## src/rtl/dot_acc_stage.sv

```systemverilog
// Accumulates the multiply-add pipeline's per-cycle C into one dot product per vector
// and queues finished results, throttling input so every in-flight last has a slot.
module dot_acc_stage #(
   parameter int LAT       = 2,
   parameter int W         = 32,
   parameter int RES_DEPTH = 2,
   parameter int CNT_W     = 16
) (
   input  logic             i_clk,
   input  logic             i_rst_n,
   input  logic             i_in_valid,
   input  logic             i_in_last,
   output logic             o_in_ready,
   input  logic [W-1:0]     i_c_in,
   output logic             o_res_valid,
   input  logic             i_res_ready,
   output logic [W-1:0]     o_res_data,
   output logic [CNT_W-1:0] o_res_count,
   output logic             o_res_ovf
);
   localparam int PW = (RES_DEPTH > 1) ? $clog2(RES_DEPTH) : 1;
   localparam int CW = $clog2(RES_DEPTH + 1);

   logic [LAT-1:0]   r_tag_v;
   logic [LAT-1:0]   r_tag_l;
   logic [W-1:0]     r_acc;
   logic [CNT_W-1:0] r_cnt;
   logic             r_ovf;
   logic [W-1:0]     r_mem_d [RES_DEPTH];
   logic [CNT_W-1:0] r_mem_c [RES_DEPTH];
   logic             r_mem_o [RES_DEPTH];
   logic [PW-1:0]    r_wp;
   logic [PW-1:0]    r_rp;
   logic [CW-1:0]    r_fcnt;
   logic [CW-1:0]    r_lif;

   logic             w_fire;
   logic             w_tv;
   logic             w_tl;
   logic [W:0]       w_sum;
   logic [W-1:0]     w_acc_nxt;
   logic             w_ovf_nxt;
   logic [CNT_W-1:0] w_cnt_nxt;
   logic             w_push;
   logic             w_pop;

   assign w_fire    = i_in_valid & o_in_ready;
   assign w_tv      = r_tag_v[LAT-1];
   assign w_tl      = r_tag_l[LAT-1];
   assign w_sum     = {1'b0, r_acc} + {1'b0, i_c_in};
   assign w_acc_nxt = w_sum[W-1:0];
   assign w_ovf_nxt = r_ovf | w_sum[W];
   assign w_cnt_nxt = (&r_cnt) ? r_cnt : r_cnt + CNT_W'(1);
   assign w_push    = w_tv & w_tl;
   assign w_pop     = o_res_valid & i_res_ready;

   // Queued results plus lasts still in the tag line must fit, so a push never meets a full FIFO.
   assign o_in_ready  = ({1'b0, r_fcnt} + {1'b0, r_lif}) < (CW+1)'(RES_DEPTH);
   assign o_res_valid = (r_fcnt != '0);
   assign o_res_data  = o_res_valid ? r_mem_d[r_rp] : '0;
   assign o_res_count = o_res_valid ? r_mem_c[r_rp] : '0;
   assign o_res_ovf   = o_res_valid & r_mem_o[r_rp];

   always_ff @(posedge i_clk) begin
      if (!i_rst_n) begin
         r_tag_v <= '0;
         r_tag_l <= '0;
      end else begin
         r_tag_v[0] <= w_fire;
         r_tag_l[0] <= w_fire & i_in_last;
         for (int i = 1; i < LAT; i++) begin
            r_tag_v[i] <= r_tag_v[i-1];
            r_tag_l[i] <= r_tag_l[i-1];
         end
      end
   end

   // c_in is only trusted under a valid tag; startup garbage is never summed.
   always_ff @(posedge i_clk) begin
      if (!i_rst_n) begin
         r_acc <= '0;
         r_cnt <= '0;
         r_ovf <= 1'b0;
      end else if (w_tv) begin
         if (w_tl) begin
            r_acc <= '0;
            r_cnt <= '0;
            r_ovf <= 1'b0;
         end else begin
            r_acc <= w_acc_nxt;
            r_cnt <= w_cnt_nxt;
            r_ovf <= w_ovf_nxt;
         end
      end
   end

   always_ff @(posedge i_clk) begin
      if (w_push) begin
         r_mem_d[r_wp] <= w_acc_nxt;
         r_mem_c[r_wp] <= w_cnt_nxt;
         r_mem_o[r_wp] <= w_ovf_nxt;
      end
   end

   always_ff @(posedge i_clk) begin
      if (!i_rst_n) begin
         r_wp   <= '0;
         r_rp   <= '0;
         r_fcnt <= '0;
         r_lif  <= '0;
      end else begin
         if (w_push) r_wp <= (r_wp == PW'(RES_DEPTH-1)) ? '0 : r_wp + PW'(1);
         if (w_pop)  r_rp <= (r_rp == PW'(RES_DEPTH-1)) ? '0 : r_rp + PW'(1);
         case ({w_push, w_pop})
            2'b10:   r_fcnt <= r_fcnt + CW'(1);
            2'b01:   r_fcnt <= r_fcnt - CW'(1);
            default: r_fcnt <= r_fcnt;
         endcase
         case ({w_fire & i_in_last, w_push})
            2'b10:   r_lif <= r_lif + CW'(1);
            2'b01:   r_lif <= r_lif - CW'(1);
            default: r_lif <= r_lif;
         endcase
      end
   end
endmodule

```

## config.mk

```make
export PLATFORM = sky130hd
export DESIGN_NAME = dot_acc_stage
export DESIGN_NICKNAME = d
export VERILOG_FILES = /design/src/rtl/dot_acc_stage.sv
export SDC_FILE = /design/constraint.sdc
export NUM_CORES = 1
export LEC_CHECK = 0
export ABC_AREA = 1
export ABC_CLOCK_PERIOD_IN_PS = 5000
export CAP_MARGIN = 20
export CORE_MARGIN = 2
export CORE_UTILIZATION = 60
export CTS_BUF_LIST = sky130_fd_sc_hd__clkbuf_4 sky130_fd_sc_hd__clkbuf_8
export DETAILED_ROUTE_END_ITERATION = 16
export PLACE_DENSITY_LB_ADDON = 0.25
export SYNTH_ARGS = -nofsm -noshare
export SYNTH_HDL_FRONTEND = slang
export SYNTH_SLANG_ARGS = --single-unit
```

## constraint.sdc

```tcl
create_clock -name i_clk -period 5 [get_ports i_clk]
set_clock_uncertainty 0.1 [all_clocks]
set_input_delay 1 -clock i_clk [delete_from_list [all_inputs] [get_ports i_clk]]
set_output_delay 1 -clock i_clk [all_outputs]
set_load 0.03 [all_outputs]
```

# Word level (Yosys, flattened, before mapping)
# Memories as Yosys holds them, arrays and structs flattened. A register that Yosys moved wholly into a read port is not among the register bits.
# Index checks and enable logic that the tools add are counted.
dict set report totals {
  ff_bits 59
  latchBits 0
  ram_bits 98
  rom_bits 0
  inputBits 37
  output_inout_bits 51
  word_cells 54
  n_memories 3
}
dict set report op_classes {
  add_sub_neg 9
  mul 0
  n_div 0
  magnitude_cmp 1
  n_eq_ne 4
  shifts 0
  mux 18
  bitwise 6
  reduce_logical 4
}
# name words width read_ports rd_clocked_by_memory_dff wr line_no
set mem_list {}
lappend mem_list {r_mem_d 2 32 1 1 1 29} ;# logic [W-1:0] r_mem_d [RES_DEPTH];
lappend mem_list {r_mem_c 2 16 1 1 1 30} ;# logic [CNT_W-1:0] r_mem_c [RES_DEPTH];
lappend mem_list {r_mem_o 2 1 1 1 1 31} ;# logic r_mem_o [RES_DEPTH];
# operator n
set op_table {}
lappend op_table {{32-bit two-way mux} 2}
lappend op_table {{16-bit two-way mux} 3}
lappend op_table {{32-bit by 32-bit adder with 33-bit output} 1}
lappend op_table {{16-bit by 1-bit adder with 16-bit output (second input constant)} 1}
lappend op_table {{16-bit AND reduction} 1}
lappend op_table {{1-bit two-way mux} 11}
lappend op_table {{2-bit one-hot mux with 2 select lines} 2}
lappend op_table {{2-bit nonzero test} 3}
lappend op_table {{1-bit AND} 5}
lappend op_table {{2-bit by 1-bit adder with 2-bit output (second input constant)} 2}
lappend op_table {{2-bit by 1-bit equality test with 1-bit output (second input constant)} 2}
lappend op_table {{2-bit equality test (second input constant)} 2}
lappend op_table {{2-bit by 1-bit subtractor with 2-bit output (second input constant)} 2}
lappend op_table {{2-bit by 2-bit adder with 3-bit output} 1}
lappend op_table {{3-bit by 2-bit less-than comparator with 1-bit output (second input constant)} 1}
lappend op_table {{1-bit adder (second input constant)} 2}
lappend op_table {{1-bit OR} 1}

# Logic depth before layout (Yosys ltp)
# Gate-level depths: netlist (run 1).
dict set report depth {
  depth_word 6
  depth_mapped 14
  ltp_nobuf 14
}

# Least setup slack after synthesis (run 1)
# OpenSTA, ideal clock, no wires.
dict set report synth_path {
  path_kind {register to register}
  from {register r_tag_v[1]}
  to {memory r_mem_c[1][0], enable pin}
  setup_time_ns 0.457
  arrival_time_ns 2.522
  slack_ns 1.921
  stages_incl_launch_ff 3
  cell_sequence {dfxtp_1 nand2_1 nor2_1}
}
dict set report synth_via {
  elab_chain_len 3
}
# element line_no
set synth_lines {}
lappend synth_lines {{from (decl)} 24} ;# logic [LAT-1:0] r_tag_v;
lappend synth_lines {{from (signal, indexed assignment)} 72} ;# r_tag_v[i] <= r_tag_v[i-1];
lappend synth_lines {{1-bit AND} 54} ;# assign w_push = w_tv & w_tl;
lappend synth_lines {{1-bit two-way mux} 98} ;# if (w_push) begin
lappend synth_lines {{1-bit two-way mux (not written as such)} 100} ;# r_mem_c[r_wp] <= w_cnt_nxt;
lappend synth_lines {{to (decl)} 30}
# No other way between the ends.

==> impl_metrics.py, run 1 <==
metrics = {
    "yosys": {
        "yosys.area.top_type": "edfxtp_1",
        "synth_top_cell_area_share_pct": 34.3,
        "syn_area_mm2": 0.00859,
        "syn_avg_cell_area_um2": 7.70,
        "synthCells": 1116,
        "yosysSeqAreaShare_pct": 48.2,
        "ys_types": 27,
        "netlist_top_cells_area": "edfxtp_1 (34%), nand2_1 (19%), dfxtp_1 (14%)",
        "yosysWarnings": 0,
        "ys_ff_latch": 158,
        "syn-num-nets": 1190,
    },
    "final_layout": {
        "diodes": 0,
        "layout_common_cells": "nand2_1 (434), inv_1 (137), a21oi_1 (124)",
        "drive_gt1_share_pct": 4.87,
        "areaGrowthSynthToFinish_pct": 17.3,
        "final_nets": 1272,
        "layout_commonest_cell": "nand2_1",
        "stdcell_area_mm2": 0.0101,
    },
    "clocking": {
        "cts_made_buffers": 17,
        "cts_hold_buf": 0,
        "clk_pin_slew_ns": 0.08,
        "htreeDepth": 4,
        "cts.path.max_buffers": 2,
        "cts_root_buf": "clkbuf_8",
        "cts-resized-gates": 0,
        "cts_sinks": 158,
        "cts_tree": "built",
        "insertion_delay_ns": 0.46,
        "post-cts-setup-buffers": 0,
    },
    "routing": {
        "routedWlPerCell_um": 14.7,
        "antenna_left": 0,
        "drt_iter0_drc": 582,
        "vias": 7509,
        "via_per_inst": 5.40,
        "dr_wl_met3_mm": 1.38,
        "drc": 0,
        "dr_wl_met2_mm": 9.81,
        "wl_met1_mm": 8.66,
        "routed_wirelength_mm": 20.4,
        "first_pass_iters": 5,
        "top_layer": "met4",
    },
    "timing": {
        "rsz0062_at_grt": "false",
        "slew_violations": 0,
        "fmax_mhz": 266,
        "period_minus_slack_ns": 3.76,
        "worstMarginPinSlew_ns": 1.05,
        "period_share_pct": 75.2,
        "setup_violations": 0,
        "hold_viol": 0,
        "relSlewSlack_pct": 30.0,
        "setup_ws_ns": 1.24,
        "fin_setup_tns_ns": 0,
        "whs_ns": 0.320,
    },
    "die": {
        "chipWidth_um": 124,
        "io_pins": 88,
        "dieArea_mm2": 0.0153,
        "chipHeight_um": 124,
        "coreArea_mm2": 0.0139,
        "row_count": 43,
        "start_util_pct": 61.7,
    },
    "critical_path": {
        "regToRegEndpoint": "r_mem_o[0]$_DFFE_PP_",
        "reg2reg_from": "r_acc[0]$_SDFFE_PN0P_",
        "end_kind": "primary output",
        "r2r_cells": 10,
        "cp-start-kind": "register",
        "worst_ep_arrival_time_ns": 2.66,
        "crit_type": "register to primary output",
        "cp.required_ns": 3.90,
        "reg2reg_slack_ns": 2.68,
        "worst-path-max-fanout": 20,
    },
    "pwr": {
        "p_per_area_mw_per_mm2": 273,
        "p_leak_uw": 0.00443,
        "vdd_drop_max_uv": 161,
        "power.total_uw": 2750,
    },
    "place": {
        "pre_cts_ws_ns": 1.61,
        "portBuffers": 87,
        "gp_congestion": 0.959,
        "hpwl_mm": 14.3,
        "placed_area_mm2": 0.00965,
    },
    "worst_hold_path": {
        "hold_path_end": "r_tag_l[1]$_SDFF_PN0_",
        "hp-class": "register to register",
        "min_from": "r_tag_l[0]$_SDFF_PN0_",
        "hold_depth": 2,
    },
    "grt": {
        "grt_pass1_vias": 6822,
        "grt_pass1_wl_mm": 32.2,
        "grt.total_usage_pct": 27.6,
        "grt_max_degree": 55,
        "grt_overflow": 0,
        "antenna_found_initial": 0,
    },
    "job": {
        "max-cap-violations": 0,
    },
    "outcome": {
        "status": "finished, final reports clean",
    },
}
cells by family (layout without fill, tap and decap cells):
kind of cell	Yosys count	in the layout	share of synthesized area, %
adder cells (fa/ha/maj)	37	37	5.56
AND/OR/NAND/NOR	590	590	28.0
AO/OA/AOI/OAI	133	133	7.83
XOR/XNOR	27	27	2.75
buffers and inverters	171	266	7.57
flip-flops	158	158	48.2
critical path, cell delays in order, from the launching register on:
cell and delay [ns]:
dfxtp_1 0.31, inv_1 0.50, buf_4 0.34, nand2_1 0.09, a21oi_1 0.23, clkdlybuf4s50_1 0.72
through the flow:
| step | util [%] | std cells |
|---|---|---|
| after global placement | 69.2 | 1359 |
| after global routing | 72.3 | 1391 |
| after CTS | 72.3 | 1391 |
| after detailed placement | 69.2 | 1359 |
| after floorplan | - | 1116 |
| final | 72.3 | 1391 |
worst max path at each step:
stage / slack [ns] / start / to
after CTS: 1.22 / register / o_res_data[17]
after global routing: 1.11 / register / o_res_data[17]
after detailed placement: 1.61 / i_c_in[0] / r_mem_o[0]$_DFFE_PP_
after floorplan: 1.92 / r_tag_v[1]$_SDFF_PN0_ / r_mem_c[1][0]$_DFFE_PP_
after global placement: 1.67 / i_c_in[0] / r_mem_o[0]$_DFFE_PP_
final: 1.24 / register / o_res_data[17]
cell usage after synthesis, drive strengths merged:
master  count
o21ai       6
xnor2       2
a21oi     124
inv       139
nor2       63
nand4       1
edfxtp     98
nand3b      4
dfxtp      60
buf         5
nand2     444
clkbuf     27
nor3       14
ha         35
o21bai      1
nand3      45
a21o        2
xor2       25
and2       19
fa          2
layout make-up:
type / count / area, µm²
Clock inverter: 9 / 131
Clock buffer: 23 / 298
Tap cell: 180 / 225
Inverter: 139 / 522
Multi-Input combinational cell: 787 / 3830
Sequential cell: 158 / 4140
Fill cell: 1079 / 3860
Timing Repair Buffer: 95 / 931
flip-flops by register name, indices dropped and copies added (netlist names), named ones only:
signal,flops
r_fcnt,2
r_acc,32
r_tag_v,2
r_cnt,16
r_mem_c,32
r_tag_l,2
r_mem_d,64
r_ovf,1
r_wp,1
r_rp,1
r_lif,2
r_mem_o,2
power by group:
part / internal [µW] / switching, µW
clock: 552 / 462
combinational: 115 / 204
sequential: 1410 / 11.3
metal layers:
metal | up-vias | track usage (%)
met3 | 43 | 4.58
met5 | - | 0
met2 | 272 | 46.9
met1 | 3477 | 34.6
li1 | 3717 | -
met4 | 0 | 12.4
Power figures use the tool's default switching activity.
==> run 2, diff against run 1 <==
ABC_CLOCK_PERIOD_IN_PS = 3900   (was 5000)
CORE_UTILIZATION = 59   (was 60)
clock period = 3.9 ns   (was 5 ns; I/O delays follow)
==> impl_metrics.py, run 2 (same netlist as run 1, synthesis figures left out) <==
metrics = {
    "timing": {
        "rsz0062_at_grt": "false",
        "hold_viol": 0,
        "period_minus_slack_ns": 3.29,
        "fmax_mhz": 304,
        "worstMarginPinSlew_ns": 0.928,
        "slew_violations": 0,
        "setup_ws_ns": 0.614,
        "fin_setup_tns_ns": 0,
        "period_share_pct": 84.3,
        "setup_violations": 0,
        "relSlewSlack_pct": 38.0,
        "whs_ns": 0.327,
    },
    "die": {
        "start_util_pct": 59.8,
        "coreArea_mm2": 0.0144,
        "chipWidth_um": 125,
        "chipHeight_um": 125,
        "io_pins": 88,
        "dieArea_mm2": 0.0155,
        "row_count": 44,
    },
    "critical_path": {
        "reg2reg_slack_ns": 1.65,
        "cp_num_cells": 4,
        "cp-start-kind": "register",
        "path_delay_family": "buffers and inverters",
        "reg2reg_from": "r_fcnt[0]$_SDFFE_PN0P_",
        "crit_chain": "buf_4 > nand2_1 > a21oi_1 > clkdlybuf4s50_1",
        "crit_type": "register to primary output",
        "cp.required_ns": 3.02,
        "r2r_cells": 10,
        "end_kind": "primary output",
        "cp_slowest_cell": "clkdlybuf4s50_1",
        "crit_buf_inv": 2,
        "worst_ep_arrival_time_ns": 2.41,
        "regToRegEndpoint": "r_fcnt[1]$_SDFFE_PN0P_",
        "worstSetupEndpoint": "o_res_data[28]",
        "worst-path-max-fanout": 49,
        "worst_path_largest_cell_delay_ns": 0.73,
    },
    "final_layout": {
        "diodes": 0,
        "reg_top3": "r_mem_d x64, r_acc x32, r_mem_c x32",
        "fillerInstances": 1188,
        "multi_input_area_mm2": 0.00383,
        "areaGrowthSynthToFinish_pct": 17.0,
        "drive_gt1_share_pct": 5.36,
        "layout_commonest_cell": "nand2_1",
        "largest_reg_flops": 64,
        "regMostFlops": "r_mem_d",
        "final_nets": 1274,
        "layout_common_cells": "nand2_1 (434), inv_1 (137), a21oi_1 (124)",
        "layout.area.seq_mm2": 0.00414,
    },
    "routing": {
        "routed_wirelength_mm": 20.1,
        "drc": 0,
        "antenna_left": 0,
        "drt_iter0_drc": 599,
        "first_pass_iters": 5,
        "routedWlPerCell_um": 14.4,
        "via_per_inst": 5.23,
        "vias": 7307,
    },
    "pwr": {
        "vdd_drop_max_uv": 178,
        "p_leak_uw": 0.00443,
        "p_per_area_mw_per_mm2": 338,
    },
    "place": {
        "gp_congestion": 0.904,
        "pre_cts_ws_ns": 0.753,
        "portBuffers": 87,
        "hpwl_mm": 14.4,
    },
    "clocking": {
        "cts_made_buffers": 17,
        "htreeDepth": 4,
        "cts-resized-gates": 0,
        "cts_sinks": 158,
        "insertion_delay_ns": 0.45,
        "cts_root_buf": "clkbuf_8",
        "clk_pin_slew_ns": 0.08,
        "cts.path.max_buffers": 2,
        "post-cts-setup-buffers": 0,
        "cts_hold_buf": 0,
        "cts_tree": "built",
    },
    "outcome": {
        "status": "finished, final reports clean",
    },
    "worst_hold_path": {
        "hp-class": "register to register",
        "hold_depth": 2,
    },
    "grt": {
        "antenna_found_initial": 0,
        "grt_pass1_vias": 6962,
        "grt_overflow": 0,
        "grt_pass1_wl_mm": 33.0,
        "grt.total_usage_pct": 26.4,
        "grt_max_degree": 50,
    },
    "job": {
        "max-cap-violations": 0,
    },
}
-- run 2: metal layers --
metal  global-route usage [%]  vias to the layer above  wire length (µm)
met5                        0                        -                 0
li1                         -                     3724                 -
met1                     34.5                     3352              8900
met4                     8.99                        0               394
met3                     4.17                       30               961
met2                     45.0                      201              9850
-- run 2: final cells by class --
cell class	count	share of cell area, %
Clock inverter	9	0.847
Inverter	139	5.19
Timing Repair Buffer	97	9.44
Tap cell	184	2.29
Multi-Input combinational cell	787	38.1
Sequential cell	158	41.2
Clock buffer	23	2.90
-- run 2: tightest hold or removal path, stage by stage, from the launching register on --
cell and delay, ns:
dfxtp_1 0.31, nand2_1 0.05, inv_1 0.04
-- run 2: metrics by stage --
step           std cells  utilization (%)  cell area [µm²]  total power, µW
6_report            1397             69.9            10000             3390
5_1_grt             1397             69.9            10000             3520
4_1_cts             1397             69.9            10000             3400
3_5_place_dp        1365             67.3             9670             2260
3_3_place_gp        1365             67.3             9670             2250
2_1_floorplan       1116                -             8590             2120
-- run 2: power breakdown --
part | internal (µW) | switching [µW] | total, µW
clock | 569 | 598 | 1170
combinational | 149 | 259 | 408
sequential | 1800 | 14.1 | 1820
total | 2520 | 871 | 3390
-- run 2: worst min path at each step --
stage | to | from | slack (ns)
floorplan | r_tag_l[1]$_SDFF_PN0_ | r_tag_l[0]$_SDFF_PN0_ | 0.29
global placement | r_tag_l[1]$_SDFF_PN0_ | r_tag_l[0]$_SDFF_PN0_ | 0.30
detailed placement | r_tag_v[1]$_SDFF_PN0_ | r_tag_v[0]$_SDFF_PN0_ | 0.30
CTS | r_tag_v[1]$_SDFF_PN0_ | r_tag_v[0]$_SDFF_PN0_ | 0.32
global route | r_tag_v[1]$_SDFF_PN0_ | r_tag_v[0]$_SDFF_PN0_ | 0.37
finish | r_tag_v[1]$_SDFF_PN0_ | r_tag_v[0]$_SDFF_PN0_ | 0.33
